### config.mk
export PLATFORM = sky130hd
export DESIGN_NAME = ready_pool
export DESIGN_NICKNAME = d
export VERILOG_FILES = /design/src/rtl/ready_pool_pkg.sv /design/src/rtl/selector.sv /design/src/rtl/ready_pool.sv
export SDC_FILE = /design/constraint.sdc
export NUM_CORES = 1
export LEC_CHECK = 0
export CAP_MARGIN = 20
export CORE_ASPECT_RATIO = 0.9
export CORE_MARGIN = 2
export CORE_UTILIZATION = 36
export DETAILED_ROUTE_END_ITERATION = 10
export GPL_TIMING_DRIVEN = 0
export HOLD_SLACK_MARGIN = 0.05
export PLACE_DENSITY = 0.53
export SYNTH_ARGS = -nofsm -noshare
export SYNTH_HDL_FRONTEND = slang
export SYNTH_SLANG_ARGS = --single-unit
### constraint.sdc
create_clock -name clk -period 14.5 [get_ports clk]
set_input_delay 2.175 -clock clk [delete_from_list [all_inputs] [get_ports clk]]
set_output_delay 2.175 -clock clk [all_outputs]
set_load 0.02 [all_outputs]
### src/rtl/ready_pool_pkg.sv
// Shared types and selector mode constants for the ready_pool issue buffer.
package ready_pool_pkg;

  localparam int unsigned PkgData = 32;
  localparam int unsigned PkgTag  = 6;

  // Selector mode encodings.
  localparam bit Enable  = 1'b1;
  localparam bit Disable = 1'b0;
  localparam bit High    = 1'b1;
  localparam bit Low     = 1'b0;

  typedef struct packed {
    logic              vld;
    logic              rdy;
    logic [PkgTag-1:0] tag;
    logic [PkgData-1:0] data;
  } entry_t;

endpackage

### src/rtl/selector.sv
// Priority selector: one-hot pick from a request bitmap plus an AND-OR data mux.
module selector
  import ready_pool_pkg::*;
#(
  parameter bit          BIT_MAP = Enable,
  parameter bit          ACT     = High,
  parameter bit          MSB     = Disable,
  parameter int unsigned DATA    = 32,
  parameter int unsigned IN      = 8
) (
  input  logic [IN-1:0]      i_req,
  input  logic [IN*DATA-1:0] i_data,
  output logic [IN-1:0]      o_pos,
  output logic               o_valid,
  output logic [DATA-1:0]    o_data
);

  logic [IN-1:0] w_act;

  always_comb begin
    w_act = ACT ? i_req : ~i_req;
    o_pos = '0;
    if (!BIT_MAP) begin
      // Non-bitmap mode: request is already a one-hot position.
      o_pos = w_act;
    end else if (MSB) begin
      for (int i = 0; i < int'(IN); i++) begin
        if (w_act[i]) begin
          o_pos    = '0;
          o_pos[i] = 1'b1;
        end
      end
    end else begin
      for (int i = int'(IN) - 1; i >= 0; i--) begin
        if (w_act[i]) begin
          o_pos    = '0;
          o_pos[i] = 1'b1;
        end
      end
    end
    o_valid = |w_act;
    o_data  = '0;
    for (int i = 0; i < int'(IN); i++) begin
      if (o_pos[i]) o_data = o_data | i_data[i*DATA +: DATA];
    end
  end

endmodule

### src/rtl/ready_pool.sv
// Tagged wait buffer: entries wait for a wakeup tag, then issue lowest-index first.
module ready_pool
  import ready_pool_pkg::*;
#(
  parameter int unsigned DATA  = PkgData,
  parameter int unsigned TAG   = PkgTag,
  parameter int unsigned DEPTH = 8,
  parameter int unsigned IDX   = $clog2(DEPTH)
) (
  input  logic            clk,
  input  logic            reset,
  input  logic            wr_valid,
  output logic            wr_ready,
  input  logic [DATA-1:0] wr_data,
  input  logic [TAG-1:0]  wr_tag,
  input  logic            wr_rdy,
  input  logic            wk_valid,
  input  logic [TAG-1:0]  wk_tag,
  output logic            iss_valid,
  input  logic            iss_ready,
  output logic [DATA-1:0] iss_data,
  output logic [IDX-1:0]  iss_idx,
  output logic [IDX:0]    count
);

  localparam logic [IDX:0] CntOne = 1;

  entry_t              r_ent   [DEPTH];
  entry_t              w_ent_d [DEPTH];
  logic [IDX:0]        r_count;
  logic [IDX:0]        w_count_d;
  logic [DEPTH-1:0]    w_req;
  logic [DEPTH-1:0]    w_free;
  logic [DEPTH-1:0]    w_iss_pos;
  logic [DEPTH-1:0]    w_alloc_pos;
  logic [DEPTH*DATA-1:0] w_data_flat;
  logic                w_wr_fire;
  logic                w_iss_fire;
  logic                w_wr_woken;
  logic                w_free_data_unused;
  logic [IDX-1:0]      w_iss_idx;

  always_comb begin
    for (int i = 0; i < int'(DEPTH); i++) begin
      w_req[i]                   = r_ent[i].vld & r_ent[i].rdy;
      w_free[i]                  = ~r_ent[i].vld;
      w_data_flat[i*DATA +: DATA] = DATA'(r_ent[i].data);
    end
  end

  selector #(
    .BIT_MAP (Enable),
    .ACT     (High),
    .MSB     (Disable),
    .DATA    (DATA),
    .IN      (DEPTH)
  ) u_iss_sel (
    .i_req   (w_req),
    .i_data  (w_data_flat),
    .o_pos   (w_iss_pos),
    .o_valid (iss_valid),
    .o_data  (iss_data)
  );

  // Free-slot pick; its valid doubles as "not all slots occupied".
  selector #(
    .BIT_MAP (Enable),
    .ACT     (High),
    .MSB     (Disable),
    .DATA    (1),
    .IN      (DEPTH)
  ) u_free_sel (
    .i_req   (w_free),
    .i_data  ({DEPTH{1'b0}}),
    .o_pos   (w_alloc_pos),
    .o_valid (wr_ready),
    .o_data  (w_free_data_unused)
  );

  always_comb begin
    w_iss_idx = '0;
    for (int i = 0; i < int'(DEPTH); i++) begin
      if (w_iss_pos[i]) w_iss_idx = w_iss_idx | IDX'(i);
    end
  end

  assign iss_idx = w_iss_idx;
  assign count   = r_count;

  assign w_wr_fire  = wr_valid & wr_ready;
  assign w_iss_fire = iss_valid & iss_ready;
  assign w_wr_woken = wr_rdy | (wk_valid & (wk_tag == wr_tag));

  always_comb begin
    for (int i = 0; i < int'(DEPTH); i++) begin
      w_ent_d[i] = r_ent[i];
      if (wk_valid && r_ent[i].vld && !r_ent[i].rdy && (r_ent[i].tag == PkgTag'(wk_tag))) begin
        w_ent_d[i].rdy = 1'b1;
      end
      if (w_iss_fire && w_iss_pos[i]) begin
        w_ent_d[i].vld = 1'b0;
        w_ent_d[i].rdy = 1'b0;
      end
      // Allocation targets a slot free before this edge, never the one issuing now.
      if (w_wr_fire && w_alloc_pos[i]) begin
        w_ent_d[i].vld  = 1'b1;
        w_ent_d[i].rdy  = w_wr_woken;
        w_ent_d[i].tag  = PkgTag'(wr_tag);
        w_ent_d[i].data = PkgData'(wr_data);
      end
    end
  end

  always_comb begin
    w_count_d = r_count;
    case ({w_wr_fire, w_iss_fire})
      2'b10:   w_count_d = r_count + CntOne;
      2'b01:   w_count_d = r_count - CntOne;
      default: w_count_d = r_count;
    endcase
  end

  always_ff @(posedge clk or posedge reset) begin
    if (reset) begin
      for (int i = 0; i < int'(DEPTH); i++) r_ent[i] <= '0;
      r_count <= '0;
    end else begin
      for (int i = 0; i < int'(DEPTH); i++) r_ent[i] <= w_ent_d[i];
      r_count <= w_count_d;
    end
  end

endmodule

==> impl_metrics.ini <==
[outcome]
status = completed

[logic_synthesis]
syn_area_um2 = 15020
yosysSeqAreaShare_pct = 53.97
ys_types = 47
avgSynthCellArea_um2 = 12.79
synth_flop_cell = dfrtp_1
yosysWarnings = 0
synth_edf_count = 0
syn_nets = 1229
synth-async-reset-ratio_pct = 100.0
synth-seq-cells = 324
syn_inst = 1175

[pwr]
p_per_area_nw_per_um2 = 233.8
irDropWorstVdd_v = 0.0001095
finalPower_mw = 4.156
leakagePower_nw = 7.697

[global_routing]
grt_first_pass_wirelength_um = 65300
grt_max_degree = 120
gr-usage-all-layers_pct = 19.63
grt_pass1_vias = 10561
overflow = 0
antenna_found_initial = 0

[critical_path]
worstPathMaxFanout = 10
worstSetupPathType = reg -> out
ff2ff_path_depth = 13
start_kind = flip-flop
r2r_setup_slack_ps = 11250
rr_endpoint = count[3]
cp-end-kind = primary output
r2r_start = r_ent[319]
cp.arrival_ps = 3660
crit_required_ps = 12320

[layout]
fill_cells = 3822
multiInputGateArea_um2 = 6252
fin_cells = 1855
diodes = 0
regArea_um2 = 8108
areaGrowthSynthToFinish_pct = 18.31
drive_gt1_share_pct = 29.73
finalNetCount = 1346

[drt]
via_per_inst = 5.518
wl_met2_um = 18950
antenna_left = 0
wl_met1_um = 19790
wirelength_um = 41620
dr_wl_met3_um = 2128
highest_layer = met4
route.detailed.wl_per_inst_um = 22.44
firstDrtPassIters = 8
drt_iter0_drc = 907
via_count = 10236
route.detailed.drc = 0

[run]
max-cap-violations = 0

[clock_network]
cts.clk_slew.worst_paths_ps = 60
clockBufferDepth = 3
ctsResizeCount = 0
cts_setup_buffers = 0
h-tree-depth = 2
tritoncts = built
insertion_delay_ps = 520
postCtsHoldBufs = 0
cts-root-buf = clkbuf_16
clock-sinks = 324
cts_made_buffers = 36

[sta]
setup_tns_ps = 0
setup_viol = 0
finClkSkew_ps = 10.46
max_freq_mhz = 171.4
min_period_ps = 5833
hold_violations = 0
worst_pin_slew_ps = 806.8
drv_slew = 0
rsz0062_at_grt = false
post-route-period-util_pct = 40.23
max_slew_margin_pct = 46.22

[placement]
port_buffers = 77
dp_hpwl_um = 27620
dp.cells = 1794
place_congestion = 0.7691

[worst_hold_path]
hold_depth = 1
hp-class = reg -> reg
min-delay-start = count[3]
worstHoldEndpoint = count[3]

[floorplan]
pin_count = 91
core_um2 = 40900
rows = 70
initial_utilization_pct = 36.73
die_x_um = 219.3
die_area_um2 = 43380
die_y_um = 197.8
cells by family (layout without fill, tap and decap cells):
group	Yosys count	count (layout)	synth area share, %
AO/OA/AOI/OAI	198	198	10.35
XOR/XNOR	57	57	3.323
flip-flops	324	324	53.97
AND/OR/NAND/NOR	144	144	4.906
adder cells (fa/ha/maj)	4	4	0.3831
multiplexers	306	306	22.65
buffers and inverters	142	282	4.414
how the worst max path moves through the flow:
stage / startpoint / endpoint
CTS: r_ent[159] / iss_data[12]
floorplan: reset / count[0]
finish: r_ent[159] / iss_data[31]
global route: r_ent[159] / iss_data[12]
detailed placement: r_ent[159] / iss_data[12]
global placement: reset / r_ent[59]
flip-flops by register name, indices dropped and copies added, names as in the netlist:
register and flops:
count 4, r_ent 320
cell usage after synthesis (2+ instances only):
cell,n,area (µm²)
mux2_2,255,2872
clkbuf_1,36,135.1
ha_1,3,37.54
buf_1,3,11.26
buf_6,8,90.09
mux2i_1,34,340.3
nor3_1,4,20.02
o211ai_1,32,240.2
a31oi_1,2,12.51
mux2_1,17,191.4
o21ai_0,36,180.2
a32oi_1,32,280.3
and2_1,5,31.28
buf_2,53,265.3
a222oi_1,32,320.3
inv_1,41,153.9
nor2_1,8,30.03
nand3_1,40,200.2
nor3_2,3,30.03
dfrtp_1,324,8108
a41oi_1,7,61.31
and4_1,2,17.52
a31o_2,5,43.79
xnor2_1,26,227.7
o22ai_1,7,43.79
o41ai_1,32,280.3
a21o_1,6,45.04
xor2_1,31,271.5
nand2_1,62,232.7
a21oi_1,4,20.02
and3_1,3,18.77
nor4_1,7,43.79
layer usage:
metal | up-vias | GRT usage [%]
li1 | 4579 | -
met1 | 5358 | 28.19
met2 | 244 | 31.03
met3 | 55 | 3.118
met4 | 0 | 4.680
met5 | - | 0
report_power, final:
group | switching [mW] | leakage, nW | internal, mW | total [mW]
clock | 0.368 | 0.612 | 0.589 | 0.957
combinational | 0.894 | 3.09 | 0.768 | 1.66
sequential | 0.222 | 4.00 | 1.32 | 1.54
total | 1.48 | 7.70 | 2.67 | 4.16
stage by stage:
stage / cell area (µm²) / setup WS, ps / hold WS, ps / util (%)
floorplan: 15020 / 3355 / 457.0 / -
global placement: 16470 / -1184 / 462.0 / 40.27
detailed placement: 16530 / 9206 / 470.4 / 40.42
CTS: 17770 / 8635 / 479.8 / 43.45
global route: 17770 / 8550 / 507.3 / 43.45
finish: 17770 / 8667 / 479.4 / 43.45
placed cells by master, fill, tap and decap left out, types with 26 or more instances in the layout:
cell type and count:
clkbuf_16 37, inv_1 40, clkbuf_1 40, clkdlybuf4s50_1 77, mux2_2 255, o21ai_0 36
dfrtp_1 324, xnor2_1 26, o211ai_1 32, mux2i_1 34, buf_2 53, a222oi_1 32
nand3_1 40, xor2_1 31, o41ai_1 32, a32oi_1 32, nand2_1 62
area by class of cell:
class | instances | share of cell area (%)
sequential | 324 | 45.62
clock inverter | 6 | 0.6054
clock buffer | 55 | 6.378
multi-input combinational | 709 | 35.18
buffer | 101 | 2.865
timing repair buffer | 79 | 4.646
inverter | 41 | 0.9081
tap | 540 | 3.801
critical path, stage by stage (launching register included):
cell	delay [ps]
dfrtp_1	470
and2_1	180
buf_2	220
nor2_2	440
clkbuf_1	600
a222oi_1	180
o211ai_1	360
clkdlybuf4s50_1	670
Power figures use the tool's default switching activity.
